==> src/rtl/pwm_fade_ctrl.sv <==
// PWM fade controller: steps the PWM pulse width toward a target in
// fixed-size increments, holding each intermediate value for a
// programmable number of extra cycles between steps.
module pwm_fade_ctrl #(
   parameter int unsigned CtrSize = 8,
   parameter int unsigned HoldW   = 16
) (
   input  logic               clk_i,
   input  logic               rst_ni,
   input  logic               cmd_valid_i,
   output logic               cmd_ready_o,
   input  logic [CtrSize-1:0] cmd_target_i,
   input  logic [CtrSize-1:0] cmd_step_i,
   input  logic [HoldW-1:0]   cmd_hold_i,
   input  logic [CtrSize-1:0] cmd_period_i,
   input  logic               abort_i,
   output logic [CtrSize-1:0] pulse_width_o,
   output logic [CtrSize-1:0] max_counter_o,
   output logic               busy_o,
   output logic               done_o
);

   typedef enum logic {
      IDLE,
      RAMP
   } state_t;

   state_t             state;
   logic [CtrSize-1:0] target;
   logic [CtrSize-1:0] step;
   logic [HoldW-1:0]   hold;
   logic [HoldW-1:0]   hold_cnt;
   logic [CtrSize-1:0] pulse_width;
   logic [CtrSize-1:0] max_counter;
   logic               done;

   logic               accept;
   logic [CtrSize-1:0] step_in;
   logic [CtrSize:0]   up_sum;
   logic [CtrSize-1:0] down_diff;
   logic [CtrSize-1:0] next_pw;

   assign cmd_ready_o   = (state == IDLE);
   assign busy_o        = (state == RAMP);
   assign done_o        = done;
   assign pulse_width_o = pulse_width;
   assign max_counter_o = max_counter;

   assign accept = cmd_valid_i && (state == IDLE);

   // A zero step would never reach the target, so it is promoted to 1.
   always_comb begin
      step_in = cmd_step_i;
      if (cmd_step_i == '0) begin
         step_in = CtrSize'(1);
      end
   end

   // Next pulse width for one step, clamped at the target in either
   // direction; the extra sum bit keeps an upward step from wrapping.
   always_comb begin
      up_sum    = {1'b0, pulse_width} + {1'b0, step};
      down_diff = pulse_width - step;
      next_pw   = pulse_width;
      if (target > pulse_width) begin
         if (up_sum >= {1'b0, target}) begin
            next_pw = target;
         end else begin
            next_pw = up_sum[CtrSize-1:0];
         end
      end else if (target < pulse_width) begin
         if ((pulse_width < step) || (down_diff < target)) begin
            next_pw = target;
         end else begin
            next_pw = down_diff;
         end
      end
   end

   // Command acceptance, hold counting, stepping and abort handling.
   always_ff @(posedge clk_i or negedge rst_ni) begin
      if (!rst_ni) begin
         state       <= IDLE;
         target      <= '0;
         step        <= '0;
         hold        <= '0;
         hold_cnt    <= '0;
         pulse_width <= '0;
         max_counter <= '0;
         done        <= 1'b0;
      end else begin
         done <= 1'b0;
         case (state)
            IDLE: begin
               if (accept) begin
                  target      <= cmd_target_i;
                  step        <= step_in;
                  hold        <= cmd_hold_i;
                  max_counter <= cmd_period_i;
                  hold_cnt    <= '0;
                  if (cmd_target_i == pulse_width) begin
                     done <= 1'b1;
                  end else begin
                     state <= RAMP;
                  end
               end
            end
            RAMP: begin
               if (abort_i) begin
                  state    <= IDLE;
                  hold_cnt <= '0;
               end else if (hold_cnt < hold) begin
                  hold_cnt <= hold_cnt + HoldW'(1);
               end else begin
                  hold_cnt    <= '0;
                  pulse_width <= next_pw;
                  if (next_pw == target) begin
                     state <= IDLE;
                     done  <= 1'b1;
                  end
               end
            end
            default: begin
               state <= IDLE;
            end
         endcase
      end
   end

endmodule

==> config.mk <==
export PLATFORM = sky130hd
export DESIGN_NAME = pwm_fade_ctrl
export DESIGN_NICKNAME = d
export VERILOG_FILES = /design/src/rtl/pwm_fade_ctrl.sv
export SDC_FILE = /design/constraint.sdc
export NUM_CORES = 1
export LEC_CHECK = 0
export CORE_MARGIN = 5
export CORE_UTILIZATION = 40
export CTS_BUF_LIST = sky130_fd_sc_hd__clkbuf_8 sky130_fd_sc_hd__clkbuf_16
export DETAILED_ROUTE_END_ITERATION = 16
export MAX_ROUTING_LAYER = met4
export PLACE_DENSITY = 0.59
export SLEW_MARGIN = 5
export SYNTH_ARGS = -nofsm -noshare
export SYNTH_HDL_FRONTEND = slang
export SYNTH_SLANG_ARGS = --single-unit
export TNS_END_PERCENT = 5
==> constraint.sdc <==
create_clock -name clk_i -period 5.1 [get_ports clk_i]
set_input_delay 1.275 -clock clk_i [delete_from_list [all_inputs] [get_ports clk_i]]
set_output_delay 1.275 -clock clk_i [all_outputs]
set_load 0.02 [all_outputs]
# Yosys cells after proc, flatten, opt, wreduce, memory -nomap -nowiden

Index checks and enable logic that the tools add are counted.

Register bits after elaboration: 66
Input port bits: 44
Word-level logic and storage cells: 49

Add/sub/neg operators: 3
$lt $le $gt $ge: 6
Equality and inequality tests: 3
Multiplexer cells: 21
Bitwise gates (word level): 3
Reduce and logical (&&, ||, !) cells: 5

Operators by type and width:

| operator                                       | count |
|---|---|
| 2-to-1 mux 16 bit                              | 3 |
| 2-to-1 mux 8 bit                               | 5 |
| one-hot mux 16 bit (2 select lines)            | 1 |
| < comparator 8 bit                             | 3 |
| adder 16 x 1 -> 16 bit (second input constant) | 1 |
| == test 8 bit                                  | 2 |
| < comparator 16 bit                            | 1 |
| 2-to-1 mux 1 bit                               | 10 |
| adder 8 x 8 -> 9 bit                           | 1 |
| greater-or-equal comparator 9 x 8 -> 1 bit     | 1 |
| greater-than comparator 8 bit                  | 1 |
| zero test 8 bit                                | 1 |
| subtractor 8 bit                               | 1 |
| one-hot mux 1 bit (2 select lines)             | 2 |
| NOT 1 bit                                      | 3 |
| AND reduction 3 bit                            | 1 |
| != test 2 x 1 -> 1 bit (second input constant) | 1 |
| AND reduction 2 bit                            | 1 |
| logical AND 1 bit                              | 1 |
| logical OR 1 bit                               | 1 |

# Longest topological paths before layout

Depth after elaboration: 11
Gate-level depth with buffers: 19
Depth with buffers taken out: 18

# Least setup slack after synthesis

OpenSTA, ideal clock, no wires.

Path kind: register -> register
Start point: register pulse_width[0], in the netlist pulse_width_o[0]
End point: register state, in the netlist busy_o
Library setup time: 138 ps
Arrival: 4,040 ps
Path slack: 922 ps
Cell stages (with the launch flop): 20
Path buffers: 1
Period minus slack after synthesis: 4,178 ps
Path through: dfrtp_1 -> inv_1 -> ha_1 -> inv_1 -> fa_1 -> a21o_1 -> a221oi_4 -> xor2_1 -> inv_1 -> ha_1 -> a21o_1 -> a221oi_1 -> o21ai_0 -> and2_1 -> buf_6 -> and3_4 -> o211ai_2 -> o2111ai_1 -> nor4_2 -> o221ai_1

Cells in the longest elaborated chain, start to end: 11
Elaborated cells on any way between the ends: 20

RTL lines:

| element                              | RTL line | RTL |
|---|---|---|
| from (decl)                          | 33       | `logic [CtrSize-1:0] pulse_width;` |
| from (signal assigned)               | 116      | `pulse_width <= next_pw;` |
| subtractor 8 bit                     | 63       | `down_diff = pulse_width - step;` |
| < comparator 8 bit                   | 72       | `if ((pulse_width < step) \|\| (down_diff < target)) begin` |
| logical OR 1 bit                     | 72       |  |
| 2-to-1 mux 8 bit                     | 72       |  |
| 2-to-1 mux 8 bit                     | 71       | `end else if (target < pulse_width) begin` |
| 2-to-1 mux 8 bit                     | 65       | `if (target > pulse_width) begin` |
| == test 8 bit                        | 117      | `if (next_pw == target) begin` |
| 2-to-1 mux 1 bit                     | 117      |  |
| 2-to-1 mux 1 bit                     | 112      | `end else if (hold_cnt < hold) begin` |
| 2-to-1 mux 1 bit                     | 109      | `if (abort_i) begin` |
| one-hot mux 1 bit (2 select lines) * | 93       | `case (state)` |
| to (signal assigned)                 | 110      | `state <= IDLE;` |
| to (signal assigned)                 | 118      | `state <= IDLE;` |
| to (signal assigned)                 | 124      | `state <= IDLE;` |
| to (decl)                            | 28       | `state_t state;` |

Every way passes the cells marked *; elsewhere a longest branch is shown, timed or not.
A chain may end at the register's enable or synchronous reset.

# Worst setup path in the final report

Ends and elaborated chain as after synthesis.

==> impl_metrics.ini <==
[worst_setup_path]
crit_start = pulse_width_o[0]$_DFFE_PN0P_
crit_arrival_ps = 4880
crit_required_ps = 5240
crit_family = compound AO/OA/AOI/OAI gates
cp_slowest_cell = dfrtp_1
cpMostUsedCell = inv_1
critical_path_buf_inv_count = 3
reg2reg_from = pulse_width_o[0]$_DFFE_PN0P_
worstPathMaxFanout = 10
critPathCaptureType = flip-flop
worstPathCellList = inv_1 -> ha_1 -> inv_1 -> fa_1 -> a21o_1 -> a221oi_4 -> xor2_1 -> inv_1 -> ha_1 -> a21o_1 -> a221oi_1 -> o21ai_0 -> and2_1 -> and3_4 -> o211ai_2 -> o2111ai_1 -> nor4_2 -> o221ai_1
critPathKind = flip-flop to flip-flop
cpPeakStageDelay_ps = 480
start_kind = flip-flop

[synth]
synth-edff-count = 0
syn-cell-area_um2 = 5032
synth-main-ff-cell = dfrtp_1
syn-num-nets = 658
synth_seq_cells = 66
seq_area_frac_synth_pct = 32.82
synth_area_per_cell_um2 = 9.035
synthCells = 557
yosysWarnings = 0
async_flop_share_pct = 100.0
synth_cell_types = 65

[pwr]
ir_worst_vdd_v = 0.0003225
p_leak_nw = 2.859
powerDensity_nw_per_um2 = 646.5

[timing]
relSlewSlack_pct = 23.41
drv_slew = 0
period_minus_slack_ps = 4741
skew_ps = 7.187
setup-tns-final_ps = 0
holdWs_ps = 502.3
max_freq_mhz = 210.9
worstMarginPinSlew_ps = 1149
hold_violations = 0
period_share_pct = 92.97
setup_violations = 0
rsz0062_at_grt = false

[cts]
cts_buffer_depth = 2
cts_resized = 0
cts_setup_buffers = 0
ctsHoldBuffers = 0
cts_tree = done
cts_made_buffers = 9
htree_levels = 3
path_clk_slew_ps = 60
cts.sinks = 66
cts-root-buf = clkbuf_16
clk_latency_ps = 340

[floorplanning]
initial_core_util_pct = 40.37
core_um2 = 12470
rows = 41
dieWidth_um = 122.2
die-area_um2 = 14920
pin_count = 63
fp.dieH_um = 122.2

[place]
placement.io_buffers = 62
gp_congestion = 0.9050
post-dp-hpwl_mm = 11.04
post-place-cells = 778

[cells_and_area]
num-nets-final = 718
final_cells = 791
syn_to_final_growth_pct = 20.98
n_antenna_cell = 0
layout-drive-gt1-share_pct = 9.047
nFillCells = 1194

[detailed_routing]
totalWireLength_mm = 14.36
wl_per_cell_um = 18.15
vias = 4357
postRouteAntennaNets = 0
via_per_inst = 5.508
dr.pass1.iters = 5
post-route-drc-count = 0
drt_iter0_drc = 364

[hold_path]
hold_path_class = flip-flop to flip-flop
min_from = max_counter_o[1]$_DFFE_PN0P_

[run_status]
status = complete, no violations

[grt]
grt_pass1_vias = 4369
grt_overflow_total = 0
grt_max_degree = 38
grt_first_pass_wirelength_mm = 23.32
antenna_found_initial = 0
track_usage_pct = 20.98

[run]
maxCapViolCount = 0
[layout make-up]
type	count	area (um2)	share of cell area [%]
timing repair buffer	71	683.2	11.22
clock buffer	10	239.0	3.925
sequential	66	1652	27.13
clock inverter	3	18.77	0.3083
multi-input combinational	420	3097	50.86
inverter	49	183.9	3.021
tap	172	215.2	3.535
[where the power goes]
group          leakage (nW)  switching (mW)  internal (mW)
clock network         0.130           0.230          0.333
registers             0.825           0.152          0.697
logic                  1.90            1.49           1.04
[registers in the layout, indices dropped and copies added (netlist names)]
register	cells
hold	16
hold_cnt	16
max_counter_o	8
pulse_width_o	8
step	8
target	8
busy_o	1
done_o	1
[placed cells by master (no fill, tap or decap), types with 3 or more instances in the layout]
cell,n
xnor2_1,21
o211ai_1,5
a31oi_1,7
clkbuf_16,9
clkdlybuf4s50_1,61
a21oi_1,21
and3_1,13
o21ai_0,62
buf_4,9
nor3_1,5
mux2_2,9
o22ai_1,5
nand2b_1,9
nor3b_1,8
inv_1,49
nor3b_2,3
ha_1,55
nor2b_1,7
a221oi_1,4
nor2_1,19
or2_2,6
o2111ai_1,3
xor2_1,8
nand4_1,7
nand2_1,54
o21a_1,3
a2bb2oi_1,4
mux2i_1,3
nand3_1,7
dfrtp_1,66
a21o_1,27
[cells by family (layout without fill, tap and decap cells)]
group	count (synthesis)	in the layout	share of synthesized area, %
adders and majority gates	57	57	14.47
AOI/OAI and AO/OA	173	173	23.62
and+or+nand+nor	149	149	15.51
DFF	66	66	32.82
xor gates and xnor gates	29	29	5.047
muxes	12	12	2.611
buffers and inverters	71	133	5.918
[worst register-to-register path: cells and delay by family (launching register included)]
kind,cells,cell delay [ps]
simple gates,3,930
buf+inv,3,320
compound gates,8,1630
xor+xnor,1,280
flops,1,480
fa+ha+maj,3,900
[stage by stage]
| stage | area (um2) | utilization (%) | power [mW] | setup slack, ps |
|---|---|---|---|---|
| global route | 6088 | 48.84 | 4.280 | 41.68 |
| finish | 6088 | 48.84 | 3.936 | 358.6 |
| global placement | 5831 | 46.77 | 3.289 | 571.0 |
| CTS | 6088 | 48.84 | 3.928 | 405.8 |
| floorplan | 5032 | - | 2.669 | 921.7 |
| detailed placement | 5831 | 46.77 | 3.341 | 434.7 |
[synth_stat cells, drive strengths merged (3+ instances only)]
cell type	n	area, um2
o2111ai	5	50.04
o21ai	65	329.1
a31oi	7	43.79
xor2	8	70.07
a21oi	21	105.1
a221oi	5	61.31
nor3b	11	97.60
nor2b	8	50.05
o22ai	5	31.28
or2	6	37.54
mux2	9	101.4
clkbuf	12	45.04
buf	10	68.82
nand2	54	202.7
nor3	5	25.02
o21a	3	22.52
nand4	7	43.79
and3	15	100.1
nand2b	9	56.30
nand3	7	35.03
a2111oi	3	63.81
a2bb2oi	4	35.03
nor2	19	71.32
xnor2	21	183.9
o211ai	6	50.05
inv	49	183.9
mux2i	3	30.03
dfrtp	66	1652
a21o	28	211.5
ha	55	688.2
[final timing paths]
| kind | slack, ps | cells after the start | to |
|---|---|---|---|
| setup / recovery | 360 | 18 | busy_o$_DFF_PN0_ |
| hold / removal | 500 | 1 | max_counter_o[1]$_DFFE_PN0P_ |
| setup reg to reg | 360 | 18 | busy_o$_DFF_PN0_ |
| hold reg to reg | 500 | 1 | max_counter_o[1]$_DFFE_PN0P_ |
| max in group asynchronous | 3100 | 2 | hold[0]$_DFFE_PN0P_ |
| min in group asynchronous | 1020 | 1 | pulse_width_o[3]$_DFFE_PN0P_ |
[routing by layer]
metal	wire length [um]	global-route usage, %
met4	399	8.887
met2	6459	31.08
met3	692	4.085
met5	0	-
met1	6809	28.07
Note: power is estimated with default switching activity, not from simulation.
